[config.mk]
export PLATFORM = sky130hd
export DESIGN_NAME = fetch_unit_flat
export DESIGN_NICKNAME = d
export VERILOG_FILES = /design/src/rtl/fetch_unit_pkg.sv /design/src/rtl/rd_bus_interface.sv /design/src/rtl/fetch_fifo.sv /design/src/rtl/fetch_unit.sv /design/src/flat_wrapper.sv
export SDC_FILE = /design/constraint.sdc
export NUM_CORES = 1
export LEC_CHECK = 0
export ABC_AREA = 1
export BUFFER_PORTS_ARGS = -buffer_cell sky130_fd_sc_hd__buf_4
export CAP_MARGIN = 15
export CORE_MARGIN = 5
export CORE_UTILIZATION = 35
export CTS_BUF_LIST = sky130_fd_sc_hd__clkbuf_8
export DETAILED_ROUTE_END_ITERATION = 6
export PLACE_DENSITY = 0.58
export SLEW_MARGIN = 10
export SYNTH_ARGS = -nofsm -noshare
export SYNTH_HDL_FRONTEND = slang
export SYNTH_SLANG_ARGS = --single-unit
[constraint.sdc]
create_clock -name i_Clock -period 2.9 [get_ports i_Clock]
set_input_delay 0.145 -clock i_Clock [delete_from_list [all_inputs] [get_ports i_Clock]]
set_output_delay 0.145 -clock i_Clock [all_outputs]
set_load 0.01 [all_outputs]
[src/rtl/fetch_unit_pkg.sv]
// Shared types and constants for the instruction fetch unit.
package fetch_unit_pkg;

  localparam int unsigned FETCH_ADDR_W = 32;
  localparam int unsigned FETCH_INST_W = 32;
  localparam int unsigned INST_BYTES   = 4;

  typedef struct packed {
    logic [FETCH_ADDR_W-1:0] pc;
    logic [FETCH_INST_W-1:0] inst;
  } fetch_entry_t;

endpackage

[src/rtl/rd_bus_interface.sv]
// Read-only bus between a master issuing addresses and a zero-wait-state slave.
interface RdBusInterface #(
  parameter int unsigned ADDR_WIDTH = 32,
  parameter int unsigned DATA_WIDTH = 32
);

  logic [ADDR_WIDTH-1:0] Addr;
  logic [DATA_WIDTH-1:0] RdData;

  modport Master (output Addr, input RdData);
  modport Slave  (input Addr, output RdData);

endinterface

[src/rtl/fetch_fifo.sv]
// Two-entry buffer of fetched {pc, inst} entries; the head is always a register.
module fetch_fifo
  import fetch_unit_pkg::*;
(
  input  logic         clk,
  input  logic         rst_n,
  input  logic         push,
  input  logic         pop,
  input  logic         flush,
  input  fetch_entry_t wdata,
  output fetch_entry_t head,
  output logic         empty,
  output logic         full
);

  fetch_entry_t tail;
  logic [1:0]   count;
  logic         do_pop;
  logic         do_push;

  assign empty   = (count == 2'd0);
  assign full    = (count == 2'd2);
  assign do_pop  = pop & !empty;
  assign do_push = push & (!full | do_pop);

  // Shift-style storage: entries move from tail into head on pop.
  always_ff @(posedge clk or negedge rst_n) begin
    if (!rst_n) begin
      count <= 2'd0;
      head  <= '0;
      tail  <= '0;
    end else if (flush) begin
      count <= 2'd0;
    end else begin
      case ({do_push, do_pop})
        2'b10: begin
          if (empty) head <= wdata;
          else       tail <= wdata;
          count <= count + 2'd1;
        end
        2'b01: begin
          head  <= tail;
          count <= count - 2'd1;
        end
        2'b11: begin
          if (full) begin
            head <= tail;
            tail <= wdata;
          end else begin
            head <= wdata;
          end
        end
        default: ;
      endcase
    end
  end

endmodule

[src/rtl/fetch_unit.sv]
// Program counter, fetch/issue arbitration and jump redirect for the program bus master.
module fetch_unit
  import fetch_unit_pkg::*;
#(
  parameter int unsigned           ADDR_WIDTH = 32,
  parameter int unsigned           INST_WIDTH = 32,
  parameter logic [ADDR_WIDTH-1:0] RESET_ADDR = '0
) (
  input  logic                  i_Clock,
  input  logic                  i_Reset,
  RdBusInterface.Master         io_PgmBus,
  input  logic                  i_Jump,
  input  logic [ADDR_WIDTH-1:0] i_JumpAddr,
  output logic                  o_Valid,
  input  logic                  i_Ready,
  output logic [INST_WIDTH-1:0] o_Inst,
  output logic [ADDR_WIDTH-1:0] o_PC
);

  logic [ADDR_WIDTH-1:0] pc;
  logic                  pop_c;
  logic                  push_c;
  logic                  empty;
  logic                  full;
  fetch_entry_t          wdata;
  fetch_entry_t          head;

  assign io_PgmBus.Addr = pc;

  // A redirect masks the head so decode never consumes a stale instruction.
  assign o_Valid = !empty & !i_Jump;
  assign pop_c   = o_Valid & i_Ready;
  assign push_c  = !i_Jump & (!full | pop_c);

  assign wdata.pc   = FETCH_ADDR_W'(pc);
  assign wdata.inst = FETCH_INST_W'(io_PgmBus.RdData);

  always_ff @(posedge i_Clock or negedge i_Reset) begin
    if (!i_Reset) begin
      pc <= RESET_ADDR;
    end else if (i_Jump) begin
      pc <= {i_JumpAddr[ADDR_WIDTH-1:2], 2'b00};
    end else if (push_c) begin
      pc <= pc + ADDR_WIDTH'(INST_BYTES);
    end
  end

  fetch_fifo u_fifo (
    .clk   (i_Clock),
    .rst_n (i_Reset),
    .push  (push_c),
    .pop   (pop_c),
    .flush (i_Jump),
    .wdata (wdata),
    .head  (head),
    .empty (empty),
    .full  (full)
  );

  assign o_Inst = INST_WIDTH'(head.inst);
  assign o_PC   = ADDR_WIDTH'(head.pc);

endmodule
[src/flat_wrapper.sv]
// flat-port wrapper written by rule: the top's interface ports become plain ports
module fetch_unit_flat import fetch_unit_pkg::*;
#(
  parameter int unsigned           ADDR_WIDTH = 32,
  parameter int unsigned           INST_WIDTH = 32,
  parameter logic [ADDR_WIDTH-1:0] RESET_ADDR = '0
)
  (i_Clock, i_Reset, i_Jump, i_JumpAddr, o_Valid, i_Ready, o_Inst, o_PC, io_PgmBus_Addr, io_PgmBus_RdData);
  RdBusInterface #(.ADDR_WIDTH(ADDR_WIDTH)) io_PgmBus_i ();
  input  logic i_Clock;
  input  logic i_Reset;
  input  logic i_Jump;
  input  logic [ADDR_WIDTH-1:0] i_JumpAddr;
  output logic o_Valid;
  input  logic i_Ready;
  output logic [INST_WIDTH-1:0] o_Inst;
  output logic [ADDR_WIDTH-1:0] o_PC;
  output wire logic [$bits(io_PgmBus_i.Addr)-1:0] io_PgmBus_Addr;
  input wire logic [$bits(io_PgmBus_i.RdData)-1:0] io_PgmBus_RdData;
  assign io_PgmBus_Addr = io_PgmBus_i.Addr;
  assign io_PgmBus_i.RdData = io_PgmBus_RdData;
  fetch_unit #(.ADDR_WIDTH(ADDR_WIDTH), .INST_WIDTH(INST_WIDTH), .RESET_ADDR(RESET_ADDR)) u_core (.i_Clock(i_Clock), .i_Reset(i_Reset), .io_PgmBus(io_PgmBus_i), .i_Jump(i_Jump), .i_JumpAddr(i_JumpAddr), .o_Valid(o_Valid), .i_Ready(i_Ready), .o_Inst(o_Inst), .o_PC(o_PC));
endmodule
Yosys cells after proc, flatten, opt, wreduce, memory -nomap -nowiden
Index checks and enable logic that the tools add are counted.
{"block": "classes", "add_sub_neg": 3, "multipliers": 0, "n_div": 0, "order_cmp": 0, "eq_ne": 7, "n_shift": 0, "mux": 10, "bitwise_logic": 8, "reduce_logical": 10}
{"cell": "$mux W64", "count": 4}
{"cell": "$pmux W64 S3", "count": 1}
{"cell": "$pmux W64 S2", "count": 1}
{"cell": "$mux W32", "count": 2}
{"cell": "$add A32 B3 Y32 const B", "count": 1}
{"cell": "$eq A2 B2 Y1 const B", "count": 3}
{"cell": "$reduce_bool A3 Y1", "count": 2}
{"cell": "$and A1 B1 Y1", "count": 5}
{"cell": "$ne A2 B2 Y1 const B", "count": 2}
{"cell": "$pmux W2 S2", "count": 1}
{"cell": "$reduce_and A4 Y1", "count": 1}
{"cell": "$reduce_bool A2 Y1", "count": 2}
{"cell": "$logic_not A1 Y1", "count": 3}
{"cell": "$reduce_and A3 Y1", "count": 1}
{"cell": "$add A2 B1 Y2 const B", "count": 1}
{"cell": "$eq A2 B1 Y1 const B", "count": 1}
{"cell": "$logic_not A2 Y1", "count": 1}
{"cell": "$mux W2", "count": 1}
{"cell": "$ne A2 B1 Y1 const B", "count": 1}
{"cell": "$or A1 B1 Y1", "count": 2}
{"cell": "$sub A2 B1 Y2 const B", "count": 1}
{"cell": "$not A1 Y1", "count": 1}
{"block": "word_totals", "reg_bits": 162, "latchBits": 0, "ramBits": 0, "rom_bits": 0, "in_bits": 68, "output_inout_bits": 97, "word_cells": 44, "mem_count": 0}

Depth between registers and ports, before layout
{"block": "depth", "ltp_word": 10, "depth_mapped": 10, "depth_no_buf": 10}

Modules after synthesis
From an unflattened synthesis, not the netlist that was laid out.
{"block": "hier_totals", "hier_cells": 1136, "area_unflattened_um2": 8328.0}
{"mod": "fetch_fifo", "instances": 1, "cells_per_inst": 790, "area_per_inst_um2": 6068.3, "seq_area_each_um2": 3253.1}
{"mod": "fetch_unit", "instances": 1, "cells_per_inst": 346, "area_per_inst_um2": 2259.7, "seq_area_each_um2": 750.7}

Least setup slack after synthesis
Ideal clock, no wire load.
{"block": "synth_path", "path_kind": "register -> register", "from": "reg u_core.pc[2] (netlist: u_core.io_PgmBus.Addr[2])", "to": "reg u_core.pc[16] (netlist: u_core.io_PgmBus.Addr[16])", "setup_ns": 0.124, "arrival_time_ns": 1.441, "required_time_ns": 2.776, "slack_ns": 1.335, "path_stages_with_launch": 8, "path_buffers": 0, "synth_period_minus_slack_ns": 1.565, "path_cell_list": "dfrtp_1 > ha_1 > nand3_1 > nor2_1 > nand3_1 > xor2_1 > nand2_1 > nand3_1"}
{"block": "synth_between", "elab_chain_cells": 3}
{"item": "from (decl)", "line": "fetch_unit.sv:20", "rtl": "logic [ADDR_WIDTH-1:0] pc;"}
{"item": "from (signal assigned)", "line": "fetch_unit.sv:42", "rtl": "pc <= {i_JumpAddr[ADDR_WIDTH-1:2], 2'b00};"}
{"item": "from (signal assigned)", "line": "fetch_unit.sv:44", "rtl": "pc <= pc + ADDR_WIDTH'(INST_BYTES);"}
{"item": "$add A32 B3 Y32", "line": "fetch_unit.sv:44"}
{"item": "$mux W32", "line": "fetch_unit.sv:43", "rtl": "end else if (push_c) begin"}
{"item": "$mux W32", "line": "fetch_unit.sv:41", "rtl": "end else if (i_Jump) begin"}
Every way passes these cells. The select of a mux whose other input is x is not followed.
A chain may end at the register's enable or synchronous reset.

Worst setup path in the final report
Same ends and word-level chain as after synthesis.

==> results.json <==
{
  "result_of_the_run": "finished, final reports clean",
  "finalWeightedCongestion": 0.891,
  "synth.lib_cells_used.distinct": 30,
  "remaining_drc_errors": 0,
  "timing.critical_path.arrival_ns": 2.30,
  "sequentialPowerShare_pct": 50.5,
  "drt-pass1-iter-count": 4,
  "pin_count_of_the_biggest_net_entering_global_routing": 88,
  "worst-setup-path-type": "reg2reg",
  "cts.repair_timing.setup_buffer_count": 0,
  "cts-htree-levels": 4,
  "clkTransAtPathRegs_ns": 0.09,
  "yosys.area.top_type": "dfrtp_1",
  "cts_tree": "built",
  "end_kind": "flip-flop",
  "placementRows": 54,
  "syn_inst": 966,
  "n_fill_cell": 2201,
  "yosys-top-cells-count": "nand2_1 (342), dfrtp_1 (157), o21ai_0 (105)",
  "floorplan.die.width_um": 158,
  "dp_cells": 1363,
  "die-area_mm2": 0.0250,
  "grt_antenna_before_repair": 0,
  "grt_pass1_wl_um": 36000,
  "final_area_mm2": 0.00999,
  "yosys.cell_count.top_type": "nand2_1",
  "cp_num_buf_inv": 0,
  "max_freq_mhz": 508,
  "totalWireLength_um": 22100,
  "netlist_top_cells_area": "dfrtp_1 (51%), nand2_1 (17%), o21ai_0 (6.8%)",
  "cellPowerDensity_mw_per_mm2": 577,
  "rsz0062_at_grt": "no",
  "clockBufferDepth": 2,
  "syn2layout_area_growth_pct": 29.9,
  "netlist_area_mm2": 0.00769,
  "routedWlPerCell_um": 15.2,
  "synth_async_sr_flop_share_pct": 100,
  "final-instance-count-excl-fill": 1451,
  "cts_hold_buffers": 56,
  "clockRootBuffer": "clkbuf_8",
  "yosysSeqAreaShare_pct": 51.1,
  "finalHoldViolations": 0,
  "pwr-share-clk_pct": 26.2,
  "hold_path_class": "in2reg",
  "die_h_um": 158,
  "worst-slew-pin-transition_ns": 0.909,
  "multi_input_area_mm2": 0.00320,
  "cp-start-kind": "flip-flop",
  "synth-edff-count": 0,
  "maxCapViolCount": 0,
  "timing.critical_path.fanout_max": 7,
  "postPlaceCellArea_mm2": 0.00907,
  "slew_viol_final": 0,
  "start_util_pct": 35.3,
  "power.combinational.fraction_pct": 23.3,
  "cellInternalPower_mw": 3.86,
  "design_power_total_mw": 5.77,
  "globalRouteTotalUtil_pct": 18.0,
  "period_minus_slack_ns": 1.97,
  "finClkSkew_ns": 0.0111,
  "timing.critical_path.mode_cell": "nand3_1",
  "switching_share_of_power_pct": 33.1,
  "grt_overflow_total": 0,
  "final_net_count": 1227,
  "power_leakage_nw": 5.05,
  "place_hpwl_um": 15100,
  "post_cts_resized": 0,
  "io_pins": 165,
  "critical_path_max_stage_delay_ns": 0.48,
  "ys_ff_latch": 157,
  "final_period_util_pct": 67.9,
  "critical_path.slowest_cell": "dfrtp_1",
  "dr.first_iter.drc_count": 440,
  "share_of_yosys_cell_area_claimed_by_the_top_area_cell_type_pct": 51.1,
  "worst_slew_margin_rel_pct": 39.4,
  "worst_path_dominant_cell_family": "simple AND/OR/NAND/NOR gates",
  "power.net_switching_mw": 1.91,
  "finalSetupTns_ns": 0,
  "timing.critical_path.required_ns": 3.24,
  "insertedDiodeCount": 0,
  "setup_viol": 0,
  "regArea_mm2": 0.00393,
  "cts.sink_count": 157,
  "detailroute.via_count": 6974,
  "port_bufs": 160,
  "cts_inserted_buffers": 17,
  "ir_worst_vdd_uv": 283,
  "clock_insertion_delay_worst_skew_ns": 0.44,
  "fp.coreArea_mm2": 0.0218,
  "timing.critical_path.cells": "ha_1 > nand3_1 > nor2_1 > nand3_1 > xor2_1 > nand2_1 > nand3_1",
  "worst_slack_on_hold_paths_ns": 0.0402,
  "synth_ff_type": "dfrtp_1",
  "synth.avg_cell_area_um2": 7.96,
  "detail-route-antenna-nets": 0,
  "route.detailed.vias_per_inst": 4.81,
  "synthesis.yosys.warnings": 0,
  "via_count_of_the_first_global_routing_pass": 6961,
  "share_of_post_route_cells_with_drive_strength_above_1_pct": 19.3
}
[cell families (layout without fill, tap and decap cells)]
family,Yosys count,after routing,synth area share [%]
simple gates,456,456,23.3
compound gates,210,210,16.7
flops,157,157,51.1
buf+inv,132,336,7.62
xor+xnor,9,9,1.03
fa+ha+maj,1,1,0.163
other cells,1,2,0.0488
[final cells by class]
type                       count  area share [%]
clock buffer                  18            2.48
clock inverter                14            1.09
inverter                      76            2.86
multi-input combinational    678            32.0
sequential                   157            39.3
tap                          280            3.51
timing repair buffer         228            18.7
[cell usage in the layout (no fill, tap or decap), drive strengths merged]
cell type / count
conb: 2
o221ai: 3
inv: 83
dlygate4sd3: 56
clkbuf: 18
a21oi: 6
clkinvlp: 4
xor2: 8
o21bai: 2
dfrtp: 157
o22ai: 1
o211ai: 64
xnor2: 1
clkinv: 3
nor3: 1
o21ai: 133
a31oi: 1
buf: 172
ha: 1
nand4: 1
nand3: 39
nand2: 344
nor2: 71
[state kept, by name, summed over array words and instances, names as in the netlist]
| register | cells |
|---|---|
| u_core.u_fifo.head | 63 |
| u_core.u_fifo.tail | 62 |
| u_core.io_PgmBus.Addr | 30 |
| u_core.u_fifo.count | 2 |
[worst reg2reg max path, cell delays in order (launching register included)]
cell,delay (ns)
dfrtp_1,0.48
ha_1,0.33
nand3_1,0.21
nor2_1,0.40
nand3_1,0.15
xor2_1,0.17
nand2_1,0.06
nand3_1,0.06
[worst paths after layout]
kind	cells after the start	startpoint	slack, ns	to
setup reg to reg	7	u_core.io_PgmBus.Addr[2]	0.93	u_core.io_PgmBus.Addr[16]
max in group asynchronous	3	i_Reset	1.90	u_core.u_fifo.tail[60]
setup / recovery	7	u_core.io_PgmBus.Addr[2]	0.93	u_core.io_PgmBus.Addr[16]
min in group asynchronous	2	i_Reset	0.25	u_core.u_fifo.head[22]
hold / removal	5	i_JumpAddr[30]	0.04	u_core.io_PgmBus.Addr[30]
hold reg to reg	2	u_core.u_fifo.tail[21]	0.49	u_core.u_fifo.tail[21]
[through the flow]
step,utilization [%],setup slack (ns)
final,45.9,0.932
after detailed placement,41.7,0.962
after floorplan,-,1.33
after global placement,41.7,1.00
after CTS,45.9,0.931
after global routing,45.9,0.759
[routing by layer]
metal  track usage (%)  routed length (um)
met5                 0                   0
met4              4.18                 192
met3              3.80                1420
met2              28.1                9770
met1              25.9               10700
[power by group through the flow]
stage | Combinational [mW] | Clock (mW) | Sequential [mW]
5_1_grt | 1.53 | 1.68 | 2.97
2_1_floorplan | 0.629 | 0 | 2.97
4_1_cts | 1.37 | 1.58 | 2.91
3_3_place_gp | 1.28 | 0 | 2.93
3_5_place_dp | 1.30 | 0 | 2.95
6_report | 1.34 | 1.51 | 2.91
No activity file was read; power rests on OpenSTA's default activity.
